--- src/rtl/mem_dump_tx.sv ---
// rtl/mem_dump_tx.sv - reads a range of 64-bit words from memory port B and sends them MSB-first as bytes to SPART
module mem_dump_tx #(
   parameter int ADDR_W = 14,
   parameter int RD_LAT = 1
) (
   input  logic              clk,
   input  logic              rst,
   input  logic              start,
   input  logic [ADDR_W-1:0] base_addr,
   input  logic [ADDR_W:0]   num_words,
   output logic              enb,
   output logic              web,
   output logic [ADDR_W-1:0] addrb,
   input  logic [63:0]       doutb,
   input  logic              tbr,
   output logic              tx_we,
   output logic [7:0]        tx_data,
   output logic              busy,
   output logic              done
);

   typedef enum logic [2:0] {
      S_IDLE,
      S_READ,
      S_WAIT,
      S_SEND,
      S_GAP,
      S_FIN
   } state_t;

   localparam logic [1:0]      WAIT_LAST = 2'(RD_LAT - 1);
   localparam logic [ADDR_W:0] ONE_WORD  = (ADDR_W+1)'(1);

   state_t            state;
   logic [ADDR_W-1:0] addr_reg;
   logic [ADDR_W:0]   remaining;
   logic [63:0]       shift;
   logic [3:0]        byte_idx;
   logic [1:0]        wait_cnt;
   logic [ADDR_W-1:0] next_addr;

   // Natural ADDR_W-bit overflow gives the wrap from the top word back to 0.
   assign next_addr = addr_reg + 1'b1;
   assign web       = 1'b0;

   always_ff @(posedge clk) begin
      if (rst) begin
         state     <= S_IDLE;
         enb       <= 1'b0;
         addrb     <= '0;
         tx_we     <= 1'b0;
         tx_data   <= '0;
         busy      <= 1'b0;
         done      <= 1'b0;
         addr_reg  <= '0;
         remaining <= '0;
         shift     <= '0;
         byte_idx  <= '0;
         wait_cnt  <= '0;
      end else begin
         enb   <= 1'b0;
         tx_we <= 1'b0;
         done  <= 1'b0;
         case (state)
            S_IDLE: begin
               if (start) begin
                  if (num_words != '0) begin
                     addr_reg  <= base_addr;
                     remaining <= num_words;
                     addrb     <= base_addr;
                     enb       <= 1'b1;
                     busy      <= 1'b1;
                     state     <= S_READ;
                  end else begin
                     done <= 1'b1;
                  end
               end
            end
            S_READ: begin
               wait_cnt <= '0;
               state    <= S_WAIT;
            end
            // The WAIT cycle where the counter hits RD_LAT-1 is exactly RD_LAT cycles after enb.
            S_WAIT: begin
               if (wait_cnt == WAIT_LAST) begin
                  shift    <= doutb;
                  byte_idx <= '0;
                  state    <= S_SEND;
               end else begin
                  wait_cnt <= wait_cnt + 1'b1;
               end
            end
            S_SEND: begin
               if (tbr) begin
                  tx_we    <= 1'b1;
                  tx_data  <= shift[63:56];
                  shift    <= {shift[55:0], 8'h00};
                  byte_idx <= byte_idx + 1'b1;
                  state    <= S_GAP;
               end
            end
            // tbr from SPART is still stale here, so this cycle never looks at it.
            S_GAP: begin
               if (byte_idx == 4'd8) begin
                  remaining <= remaining - 1'b1;
                  addr_reg  <= next_addr;
                  if (remaining == ONE_WORD) begin
                     done  <= 1'b1;
                     state <= S_FIN;
                  end else begin
                     addrb <= next_addr;
                     enb   <= 1'b1;
                     state <= S_READ;
                  end
               end else begin
                  state <= S_SEND;
               end
            end
            S_FIN: begin
               busy  <= 1'b0;
               state <= S_IDLE;
            end
            default: begin
               busy  <= 1'b0;
               state <= S_IDLE;
            end
         endcase
      end
   end

endmodule

--- config.mk ---
export PLATFORM = sky130hd
export DESIGN_NAME = mem_dump_tx
export DESIGN_NICKNAME = d
export VERILOG_FILES = /design/src/rtl/mem_dump_tx.sv
export SDC_FILE = /design/constraint.sdc
export NUM_CORES = 1
export LEC_CHECK = 0
export BUFFER_PORTS_ARGS = -buffer_cell sky130_fd_sc_hd__buf_4
export CELL_PAD_IN_SITES_DETAIL_PLACEMENT = 1
export CELL_PAD_IN_SITES_GLOBAL_PLACEMENT = 2
export CORE_MARGIN = 5
export CORE_UTILIZATION = 30
export DETAILED_ROUTE_END_ITERATION = 10
export PLACE_DENSITY_LB_ADDON = 0.1
export SETUP_SLACK_MARGIN = 0.15
export SYNTH_ARGS = -nofsm -noshare
export SYNTH_HDL_FRONTEND = slang
export SYNTH_SLANG_ARGS = --single-unit
--- constraint.sdc ---
create_clock -name clk -period 2.1 [get_ports clk]
set_input_delay 0 -clock clk [delete_from_list [all_inputs] [get_ports clk]]
set_output_delay 0 -clock clk [all_outputs]
set_load 0.1 [all_outputs]
# [Yosys cells after proc, flatten, opt, wreduce, memory -nomap -nowiden]
# Index checks and enable logic that the tools add are counted.
# W data, S select, Z words.
[op_classes] add_sub_neg=4 eq_ne=13 muxes=40 bitwise_logic=2 n_reduce_logical=15
[op_table] operator="$mux W64" count=2
[op_table] operator="$pmux W64 S2" count=1
[op_table] operator="$mux W14" count=5
[op_table] operator="$pmux W14 S2" count=2
[op_table] operator="$mux W15" count=3
[op_table] operator="$pmux W15 S2" count=1
[op_table] operator="$mux W3" count=6
[op_table] operator="$eq A15 B1 Y1 const B" count=1
[op_table] operator="$pmux W3 S5" count=1
[op_table] operator="$reduce_bool A15 Y1" count=1
[op_table] operator="$sub A15 B1 Y15 const B" count=1
[op_table] operator="$add A14 B1 Y14 const B" count=1
[op_table] operator="$ne A2 B2 Y1 const B" count=7
[op_table] operator="$mux W1" count=11
[op_table] operator="$mux W4" count=2
[op_table] operator="$pmux W4 S2" count=1
[op_table] operator="$reduce_and A4 Y1" count=2
[op_table] operator="$eq A3 B2 Y1 const B" count=2
[op_table] operator="$pmux W1 S2" count=3
[op_table] operator="$reduce_and A3 Y1" count=2
[op_table] operator="$reduce_bool A2 Y1" count=3
[op_table] operator="$reduce_and A5 Y1" count=1
[op_table] operator="$add A4 B1 Y4 const B" count=1
[op_table] operator="$eq A4 B4 Y1 const B" count=1
[op_table] operator="other kinds (11)" count=13
[word_totals] ff_bits=128 in_bits=97 output_inout_bits=27 word_cells=86

# [Longest topological paths before layout]
[depth] depth_word=4 ltp_mapped=8 mapped_depth_nobuf=7

# [Worst setup path before layout]
# OpenSTA, ideal clock, no wires.
[synth_path] path_kind="register -> register" from="reg remaining[10]" to="reg addrb[5]" setup_time_ns=0.121 arrival_time_ns=1.614 required_ns=1.979 slack_ns=0.365 path_stages_with_launch=6 n_path_buf=1 period_less_slack_ns=1.735 path_cell_list="dfxtp_1 > nor4_1 > nand4_1 > a32oi_2 > buf_6 > mux2_2"
[synth_between] elab_chain_len=3
[synth_lines] element="start, declared" line_no="36" source="logic [ADDR_W:0] remaining;"
[synth_lines] element="start signal, assigned" line_no="69" source="remaining <= num_words;"
[synth_lines] element="start signal, assigned" line_no="105" source="remaining <= remaining - 1'b1;"
[synth_lines] element="$eq A15 B1 Y1" line_no="107" source="if (remaining == ONE_WORD) begin"
[synth_lines] element="$ne A2 B2 Y1 (no source line)"
[synth_lines] element="$reduce_and A5 Y1 (no source line)"
[synth_lines] element="end signal, assigned" line_no="70" source="addrb <= base_addr;"
[synth_lines] element="end signal, assigned" line_no="111" source="addrb <= next_addr;"
[synth_lines] element="end, declared" line_no="13" source="output logic [ADDR_W-1:0] addrb,"
# Every way passes these cells.
# A chain may end at the register's enable or synchronous reset.

# [Final worst setup path]
[layout_path] from="in num_words[3]" to="reg addrb[5]"
[layout_between] elab_chain_len=3
[layout_lines] element="start, declared" line_no="10" source="input logic [ADDR_W:0] num_words,"
[layout_lines] element="$reduce_bool A15 Y1" line_no="67" source="if (num_words != '0) begin"
[layout_lines] element="$ne A2 B2 Y1 (no source line)"
[layout_lines] element="$reduce_and A5 Y1 (no source line)"
# Every way passes these cells.

==> results list <==
* Run status: finished clean
* Hold path depth: 3
- Layout Cells excl Fill: 1,200
- RD Place Congestion: 0.762
- Counting every sink on the clock net gives 128.
- Overall Global Routing Usage: 16.2%
- After layout, the worst path uses 89.6% of the clock period.
- Count of inserted antenna diode cells: 0
- Counting tap cells, the placed design contains a total of 1,070 instances.
* Routed WL: 19,500 um
- Port buffering added 122 buffers.
* Largest reg by FF count: shift
- Buffers inserted during clock tree synthesis total 17.
- WL/cell: 16.2 um
- Ys async rst share: 0%
- Die boundary width: 153 um
* Slowest stage cell, crit path: sky130_fd_sc_hd__dlygate4sd3_1
* Number of global-route vias before repair: 6,289
- Global-route wire length before repair: 31,400 um
* Pre-antenna DRT Iters: 4
* Total Nets Final: 1,021
* Register-to-register setup slack: 0.22 ns
- The highest layer touched by signal routing is met4.
- Final hold analysis gives a worst-case slack of 0.00164 ns.
- Yosys mapped the design onto 57 distinct sky130hd cell types.
* Core region area: 20,100 um^2
- Max-cap violations in this run came to 0.
- Wire length on met1: 8720 um
- Number of standard-cell rows in the floorplan: 52
* Post-synth EDFFs: 0
* H-tree depth: 4
* Detailed-routed wire length on met2: 9860 um
- After clock tree synthesis, the clock-pin slew on the worst setup and hold paths is 0.06 ns.
- The worst setup path is captured at a flop.
- Achievable Freq: 531 MHz
- Fin. Hold Viols: 0
- The final count of pins violating max slew came to 0.
* Synth Register Bits: 128
* Main flop type after synthesis: sky130_fd_sc_hd__dfxtp_1
- Category of the critical setup timing path: primary input to flop
- Total number of vias: 5,953
- Fin worst setup slack: 0.218 ns
- Pin placement for this block handled 124 I/O pins.
* Cell chain of the critical path: dlygate4sd3_1, buf_4, nor4_1, nand4_1, buf_4, a32oi_2, buf_6, buf_12, mux2_2
- Number of nets with antenna violations after routing: 0
* Clock Path Buffers: 2
- After routing, the total negative slack on setup checks comes to 0 ns.
- The post-route netlist has 24.3% of its cells at a drive strength greater than 1.
- After synthesis, the mean cell area works out to 8.67 um^2.
* Data arrival at the endpoint of the critical path: 2.18 ns
- Startpoint of the worst hold path: doutb[32]
- Counting the fill cells in the layout gives 2,252.
- Largest register FFs: 64
- In this design, the stage delay of the slowest critical-path cell is 0.53 ns.
- RSZ-0062 raised after global routing: true
- Maximum number of pins on one net before global-route repair: 81
- For this run, design rule violations remaining after detail routing come to 0.
* CP Max Fanout: 6
- Count of yosys warnings during synthesis: 0
* Die footprint: 23,300 um^2
- For the worst flop-to-flop path, the logic depth is 8.
- At the pin with the least slew margin, the transition time is 0.890 ns.
- In this run the cell area of the synthesized design comes to 6090 um^2.
* Largest clock skew in the final design: 0.0101 ns
* Power per cell area: 945 nW/um^2
- The startpoint identified for the worst register-to-register timing path is remaining[1]$_SDFFE_PP0P_.
- Reg-to-reg critical path endpoint: addrb[5]$_SDFFE_PP0P_
- In this run the clock root is driven by a sky130_fd_sc_hd__clkbuf_16.
- Worst min-delay path category: primary input to flop
* Number of endpoints failing setup at the final stage: 0
- Initial DRC count: 203
- Headroom to the max-slew limit: 40.7%
* Register area share after synthesis: 42.1%
* Critical path's most frequent cell: sky130_fd_sc_hd__buf_4
* Post-DP HPWL: 13,000 um
* Final Critical Period: 1.88 ns
- The number of antenna violations at the first check in global routing was 0.
- Across the VDD grid, the largest voltage drop is 0.511 mV.
- Dividing the detail-routed via count by the number of cells gives 4.96.
- In the detailed route, the total length drawn on met3 is 708 um.
* Starting utilization of the core area: 30.3%
* Die height: 153 um
- For hold timing, the worst endpoint is shift[32]$_SDFFE_PP0P_.
- TritonCTS clock tree: done
- Counting every instance in the synthesized netlist gives 703.
- After global routing the overflow that remains totals 0.
- Nets in the synthesized netlist: 807
* Post-Place Worst Slack: 0.0817 ns
- Clock insertion delay at the later pin of the skew report: 0.41 ns
- Layout overhead on the synthesized area: 49.4%
* Leakage component of the power: 3.49 nW
- The worst setup path is launched from a primary input.
* Biggest registers after layout: shift x64, remaining x15
* Worst Path Required: 2.40 ns
[cells in the mapped netlist, types with 4 or more instances]
library cell                 n  area [um^2]
sky130_fd_sc_hd__mux2i_1    68          681
sky130_fd_sc_hd__nand2_1    61          229
sky130_fd_sc_hd__buf_4       5         37.5
sky130_fd_sc_hd__a211oi_1   61          458
sky130_fd_sc_hd__mux2_2      4         45.0
sky130_fd_sc_hd__nor2b_1     6         37.5
sky130_fd_sc_hd__xor2_1      7         61.3
sky130_fd_sc_hd__buf_6       4         45.0
sky130_fd_sc_hd__dfxtp_1   128         2560
sky130_fd_sc_hd__nand4_1     8         50.1
sky130_fd_sc_hd__o21ai_0    25          125
sky130_fd_sc_hd__a21oi_1    42          210
sky130_fd_sc_hd__or4_1       5         37.5
sky130_fd_sc_hd__o31ai_1    11         82.6
sky130_fd_sc_hd__buf_2      16         80.1
sky130_fd_sc_hd__nor2_1    108          405
sky130_fd_sc_hd__nand3_1     6         30.0
sky130_fd_sc_hd__a22oi_1     8         60.1
sky130_fd_sc_hd__ha_1        7         87.6
sky130_fd_sc_hd__xnor2_1     5         43.8
sky130_fd_sc_hd__nor4_1      9         56.3
sky130_fd_sc_hd__nor3_1     16         80.1
sky130_fd_sc_hd__nand3b_1    9         67.6
sky130_fd_sc_hd__inv_1      11         41.3
sky130_fd_sc_hd__a31oi_1     7         43.8
sky130_fd_sc_hd__clkbuf_1   27          101
[worst max-delay path, delay by kind of cell]
| kind | cells | cell delay, ns |
|---|---|---|
| buf+inv | 5 | 1.15 |
| simple gates | 2 | 0.50 |
| mux | 1 | 0.32 |
| compound gates | 1 | 0.21 |
[how the worst max path moves through the flow]
stage | from | to | slack (ns) | cells past startpoint
after floorplan | remaining[10]$_SDFFE_PP0P_ | addrb[5]$_SDFFE_PP0P_ | 0.37 | 5
after global placement | remaining[1]$_SDFFE_PP0P_ | addrb[5]$_SDFFE_PP0P_ | 0.16 | 7
after detailed placement | remaining[1]$_SDFFE_PP0P_ | addrb[5]$_SDFFE_PP0P_ | 0.08 | 7
after CTS | num_words[9] | addrb[5]$_SDFFE_PP0P_ | 0.15 | 9
after global routing | byte_idx[0]$_SDFFE_PP0P_ | addrb[6]$_SDFFE_PP0P_ | 0.14 | 8
final | num_words[3] | addrb[5]$_SDFFE_PP0P_ | 0.22 | 9
[logic make-up after synthesis]
| family | synth area share, % |
|---|---|
| simple gates | 18.9 |
| other cells | 0.0615 |
| buf+inv | 5.20 |
| fa+ha+maj | 1.44 |
| xor+xnor | 1.72 |
| compound gates | 18.7 |
| flops | 42.1 |
| mux | 11.9 |
[power breakdown]
part	leakage, nW	internal [W]	total, W	switching (W)
clock	0.273	0.00176	0.00294	0.00118
combinational	2.17	0.00115	0.00258	0.00143
sequential	1.05	0.00282	0.00309	0.000268
total	3.49	0.00573	0.00860	0.00288
[layout by cell type (no fill, tap or decap), drive strengths merged, types with 17 or more instances in the layout]
| cell | netlist | final |
|---|---|---|
| nand2 | 61 | 61 |
| mux2i | 68 | 68 |
| clkbuf | 27 | 20 |
| a211oi | 61 | 61 |
| o21ai | 26 | 26 |
| nor2 | 109 | 109 |
| dlygate4sd3 | 0 | 85 |
| nor3 | 17 | 17 |
| buf | 28 | 161 |
| a21oi | 42 | 42 |
| dfxtp | 128 | 128 |
[timing repair]
item | in CTS | in global routing
resized for setup | 3 | 18
hold endpoints to repair | 90 | 0
cloned | 1 | 3
hold buffers | 85 | 0
setup endpoints to repair | 13 | 59
pin swaps | 2 | 6
setup buffers | 2 | 7
[final cells by class]
class | count | area [um^2] | area share, %
Clock inverter | 15 | 160 | 1.76
Multi-Input combinational cell | 509 | 3310 | 36.3
Inverter | 11 | 41.3 | 0.453
Tap cell | 270 | 338 | 3.71
Clock buffer | 17 | 425 | 4.67
Timing Repair Buffer | 250 | 2270 | 24.9
Sequential cell | 128 | 2570 | 28.2
[metal layers]
layer | global-route usage [%] | up-vias
met5 | 0 | -
met4 | 3.61 | 0
met3 | 3.81 | 13
met2 | 29.3 | 103
met1 | 19.5 | 2878
li1 | - | 2959
[through the flow]
stage | area, um^2 | util, % | power, W
global route | 9110 | 45.3 | 0.00910
global placement | 7390 | 36.8 | 0.00531
finish | 9110 | 45.3 | 0.00860
CTS | 8890 | 44.2 | 0.00855
detailed placement | 7390 | 36.8 | 0.00538
floorplan | 6090 | - | 0.00462
No activity file was read; power rests on OpenSTA's default activity.
